**config.mk**
```make
export PLATFORM = sky130hd
export DESIGN_NAME = mix_columns_serial
export DESIGN_NICKNAME = d
export VERILOG_FILES = /design/src/rtl/mix_columns_serial.sv
export SDC_FILE = /design/constraint.sdc
export NUM_CORES = 1
export LEC_CHECK = 0
export CAP_MARGIN = 20
export CORE_MARGIN = 2
export CORE_UTILIZATION = 45
export DETAILED_ROUTE_END_ITERATION = 10
export PLACE_DENSITY_LB_ADDON = 0.1
export SYNTH_ARGS = -nofsm -noshare
export SYNTH_HDL_FRONTEND = slang
export SYNTH_SLANG_ARGS = --single-unit
```
**constraint.sdc**
```tcl
create_clock -name clk -period 2.8 [get_ports clk]
set_input_delay 0.28 -clock clk [delete_from_list [all_inputs] [get_ports clk]]
set_output_delay 0.28 -clock clk [all_outputs]
set_load 0.1 [all_outputs]
```
**src/rtl/mix_columns_serial.sv**
```systemverilog
// mix_columns_serial: AES MixColumns stage that processes COLS_PER_CYCLE state
// columns per clock under a level-held strt/finish_mix handshake.
// The optional inverse transform (InvMixColumns, selected by port inv) is
// built only when the macro MIX_COLUMNS_INV_EN is defined.
module mix_columns_serial #(
    parameter int COLS_PER_CYCLE = 1
) (
    input  logic         clk,
    input  logic         rst_n,
    input  logic         strt,
    input  logic [127:0] data_in,
`ifdef MIX_COLUMNS_INV_EN
    input  logic         inv,
`endif
    output logic         finish_mix,
    output logic [127:0] mix_out
);

    // Only 1, 2 or 4 columns per clock divide the 4-column state evenly.
    if (!(COLS_PER_CYCLE == 1 || COLS_PER_CYCLE == 2 || COLS_PER_CYCLE == 4)) begin : g_bad_cols
        $error("mix_columns_serial: COLS_PER_CYCLE must be 1, 2 or 4");
    end

    typedef enum logic [1:0] {IDLE, RUN, DONE} state_t;

    // Column advance per clock and the first column of the final batch.
    localparam logic [1:0] STEP = 2'(COLS_PER_CYCLE % 4);
    localparam logic [1:0] LAST = 2'((4 - COLS_PER_CYCLE) % 4);

    state_t            state_reg, state_next;
    logic [1:0]        col_reg;
    logic [3:0][31:0]  cap_reg;   // column c lives at index 3-c
    logic [3:0][31:0]  mix_reg;
    logic [3:0][31:0]  run_cols;
    logic [1:0]        lane_col [COLS_PER_CYCLE];
    logic [31:0]       lane_res [COLS_PER_CYCLE];
    logic              last_step;

    function automatic logic [7:0] xt(input logic [7:0] x);
        return {x[6:0], 1'b0} ^ (x[7] ? 8'h1b : 8'h00);
    endfunction

    function automatic logic [31:0] fwd_col(input logic [31:0] a);
        logic [7:0] a0, a1, a2, a3;
        {a0, a1, a2, a3} = a;
        return {xt(a0) ^ xt(a1) ^ a1 ^ a2 ^ a3,
                a0 ^ xt(a1) ^ xt(a2) ^ a2 ^ a3,
                a0 ^ a1 ^ xt(a2) ^ xt(a3) ^ a3,
                xt(a0) ^ a0 ^ a1 ^ a2 ^ xt(a3)};
    endfunction

`ifdef MIX_COLUMNS_INV_EN
    logic inv_reg;

    // Multiply by {09,0b,0d,0e} via chained doubling; returns {9x,bx,dx,ex}.
    function automatic logic [31:0] inv_mults(input logic [7:0] x);
        logic [7:0] x2, x4, x8;
        x2 = xt(x);
        x4 = xt(x2);
        x8 = xt(x4);
        return {x8 ^ x, x8 ^ x2 ^ x, x8 ^ x4 ^ x, x8 ^ x4 ^ x2};
    endfunction

    function automatic logic [31:0] inv_col(input logic [31:0] a);
        logic [7:0] m9 [4], mb [4], md [4], me [4];
        for (int i = 0; i < 4; i++) begin
            {m9[i], mb[i], md[i], me[i]} = inv_mults(a[31-8*i -: 8]);
        end
        return {me[0] ^ mb[1] ^ md[2] ^ m9[3],
                m9[0] ^ me[1] ^ mb[2] ^ md[3],
                md[0] ^ m9[1] ^ me[2] ^ mb[3],
                mb[0] ^ md[1] ^ m9[2] ^ me[3]};
    endfunction
`endif

    // One arithmetic lane per column handled in a clock.
    for (genvar gi = 0; gi < COLS_PER_CYCLE; gi++) begin : g_lane
        assign lane_col[gi] = col_reg + 2'(gi);
`ifdef MIX_COLUMNS_INV_EN
        assign lane_res[gi] = inv_reg ? inv_col(cap_reg[2'd3 - lane_col[gi]])
                                      : fwd_col(cap_reg[2'd3 - lane_col[gi]]);
`else
        assign lane_res[gi] = fwd_col(cap_reg[2'd3 - lane_col[gi]]);
`endif
    end

    // Merge this clock's lane results into the current output columns.
    always_comb begin
        run_cols = mix_reg;
        for (int k = 0; k < COLS_PER_CYCLE; k++) begin
            run_cols[2'd3 - lane_col[k]] = lane_res[k];
        end
    end

    assign last_step  = (col_reg == LAST);
    assign finish_mix = (state_reg == DONE);
    assign mix_out    = mix_reg;

    // State register.
    always_ff @(posedge clk or negedge rst_n) begin
        if (!rst_n) state_reg <= IDLE;
        else        state_reg <= state_next;
    end

    // Next-state logic: strt low always returns to IDLE; DONE holds while strt high.
    always_comb begin
        state_next = state_reg;
        case (state_reg)
            IDLE:    if (strt) state_next = RUN;
            RUN:     if (!strt) state_next = IDLE;
                     else if (last_step) state_next = DONE;
            DONE:    if (!strt) state_next = IDLE;
            default: state_next = IDLE;
        endcase
    end

    // Datapath: capture on start, fill columns while running, clear on abort.
    always_ff @(posedge clk or negedge rst_n) begin
        if (!rst_n) begin
            col_reg <= 2'd0;
            cap_reg <= '0;
            mix_reg <= '0;
`ifdef MIX_COLUMNS_INV_EN
            inv_reg <= 1'b0;
`endif
        end else begin
            case (state_reg)
                IDLE: if (strt) begin
                    cap_reg <= data_in;
                    col_reg <= 2'd0;
                    mix_reg <= '0;
`ifdef MIX_COLUMNS_INV_EN
                    inv_reg <= inv;
`endif
                end
                RUN: if (!strt) begin
                    col_reg <= 2'd0;
                    mix_reg <= '0;
                end else begin
                    col_reg <= col_reg + STEP;
                    mix_reg <= run_cols;
                end
                default: ;
            endcase
        end
    end

endmodule

```
==> impl_metrics.yaml <==
setup_path:
  rrSetupSlack_ns: 0.27
  worstPathArrival_ns: 2.94
  critical-path-top-delay-family: "XOR/XNOR gates"
  critPathLaunch: "col_reg[0]"
  r2r-start: "col_reg[0]"
  cp_cell_sequence: "buf_12 -> mux4_2 -> xnor3_2 -> xnor3_1 -> a32o_1"
  cp.depth: 5
  startpoint_type: "flip-flop"
  reg2reg_depth: 5
  path_max_fanout: 15
  max_stage_delay_ns: 0.67
  crit_slowest_cell: "mux4_2"
  path_buf_inv: 1
  worst_r2r_endpoint: "mix_out[100]"
  path_class: "flip-flop to flip-flop"
  crit_required_ns: 3.21
  cp-end-kind: "flip-flop"
  cp-endpoint: "mix_out[100]"
synthesis:
  yosysWarningCount: 0
  netlist_instances: 701
  ys_seq_area_frac: 0.565
  synth_area_per_cell_um2: 16.4
  ys_top_cells_by_area: "dfrtp_1 57%, mux2_2 13%, o2bb2ai_1 9.4%"
  synth.net_count: 836
  synth_area_um2: 11500
  yosys.cell_types.count: 27
  yosys.area.top_type: "dfrtp_1"
  ys_seq_elements: 260
  yosysTopAreaCellShare: 0.565
power_and_ir_drop:
  p_per_area_nw_per_um2: 1030
  vdd_ir_drop_max_mv: 0.746
  power.leakage_nw: 6.87
  finalPower_mw: 15.7
timing:
  maxSlewViolCount: 0
  fin_worst_skew_ns: 0.0145
  period_minus_slack_ns: 2.53
  relSlewSlack: 0.474
  worstMarginPinSlew_ns: 0.788
  fin_crit_sh: 0.905
  timing.setup.tns_ns: 0
  hold_viol: 0
  rsz0062_at_grt: "no"
  max_freq_mhz: 394
  setup_viol: 0
floorplan:
  start_util: 0.457
  num_rows: 58
  dieWidth_um: 164
  coreArea_um2: 25200
  die_h_um: 164
  ios: 260
  floorplan.die_area_um2: 26900
layout:
  antenna_cells: 0
  syn_to_final_growth_pct: 32.4
  nets: 1109
  regArea_um2: 6510
  multiInputGateArea_um2: 4790
  drive_gt1_frac: 0.381
  final_cell_mix: "258 x dfrtp_1, 152 x buf_4, 129 x clkdlybuf4s50_1"
  mostFrequentLayoutCell: "dfrtp_1"
  utilization: 0.605
  fillers: 1897
global_route:
  grt_max_degree: 103
  grtUsageTotal: 0.233
  antenna_found_initial: 1
  grt_pass1_vias: 7805
  grt_pass1_wl_mm: 47.3
  grt-ovfl-total: 0
clock_network:
  clk_pin_slew_worst_paths_ns: 0.06
  clock_sinks: 260
  numCtsBuffers: 27
  htree_levels: 1
  cts_root_buf: "clkbuf_16"
  worstSkewPairLatency_ns: 0.53
  clockBufferDepth: 3
  postCtsSetupBuffers: 0
  cts_tree: "yes"
job:
  cap_viol_max_count: 0
route:
  finalWirelength_mm: 30.9
  drtAntennaViolNets: 0
  drcViolationCount: 0
  dr.pass1.iters: 5
  wire_per_inst_um: 23.3
  dr.first_iter.drc_count: 434
  via_count: 7377
  via_per_inst: 5.58
placed_design:
  dpl.hpwl_mm: 22.8
  place_congestion: 0.857
  port_buffers: 259
status:
  status: "finished clean"
min_path:
  hp-class: "primary input to flip-flop"
## worst min-delay path by stage
stage | start | to | slack [ns] | cells after the start
global route | data_in[22] | cap_reg[22] | 0.34 | 2
finish | data_in[22] | cap_reg[22] | 0.36 | 2
global placement | rst_n | cap_reg[127] | 0.38 | 1
detailed placement | rst_n | mix_out[73] | 0.38 | 1
CTS | data_in[98] | cap_reg[98] | 0.35 | 2
floorplan | rst_n | cap_reg[0] | -0.02 | 0
## cells by family after synthesis
logic type,after synthesis,synth area share
AO/OA/AOI/OAI,135,0.101
XOR/XNOR,76,0.116
adder cells (fa/ha/maj),4,0.00435
buffers and inverters,51,0.0202
flip-flops,260,0.565
multiplexers,160,0.188
AND/OR/NAND/NOR,15,0.00533
## where the power goes
part           internal, mW  total [mW]  switching, mW
combinational          2.65        7.40           4.75
sequential             4.37        4.75          0.386
clock                  2.09        3.50           1.42
total                  9.10        15.7           6.55
## final cells by class
type | count | area share
Clock buffer | 41 | 0.0511
Sequential cell | 260 | 0.427
Inverter | 2 | 0.000492
Multi-Input combinational cell | 390 | 0.314
Tap cell | 330 | 0.0271
Timing Repair Buffer | 293 | 0.174
Clock inverter | 7 | 0.00558
## cell usage after synthesis
cell / count
xor3_1: 7
xnor3_1: 34
xnor2_2: 3
nor2_1: 4
o21ai_0: 2
a21oi_1: 1
ha_1: 4
inv_1: 2
a32o_1: 4
nor2b_1: 1
nand2_1: 9
buf_2: 6
buf_1: 1
o21ai_1: 4
mux4_2: 32
xor2_2: 3
nand2b_1: 1
dfrtp_1: 260
xor2_1: 12
clkbuf_1: 37
buf_6: 4
o2bb2ai_1: 124
xnor2_4: 2
mux2_2: 128
xnor3_2: 1
xnor2_1: 14
buf_4: 1
## metal layers
metal  GRT usage  wire, um  vias to the layer above
li1            -         -                     3213
met1       0.328     13300                     3837
met3      0.0444      2150                       32
met2       0.384     15000                      295
met4      0.0443       471                        0
met5           0         0                        -
## repair_timing
item                      CTS  global route
hold buffers                1             0
gates resized for setup     0             0
hold endpoints to repair   97             0
## per-stage QoR
stage / hold slack [ns] / setup WS [ns] / cells / instance area (um^2)
2_1_floorplan: -0.0156 / 0.462 / 701 / 11500
3_3_place_gp: 0.383 / 0.324 / 1274 / 14400
3_5_place_dp: 0.383 / 0.266 / 1274 / 14400
4_1_cts: 0.349 / 0.221 / 1323 / 15200
5_1_grt: 0.344 / 0.129 / 1323 / 15200
6_report: 0.364 / 0.265 / 1323 / 15200
No activity file was read; power rests on OpenSTA's default activity.
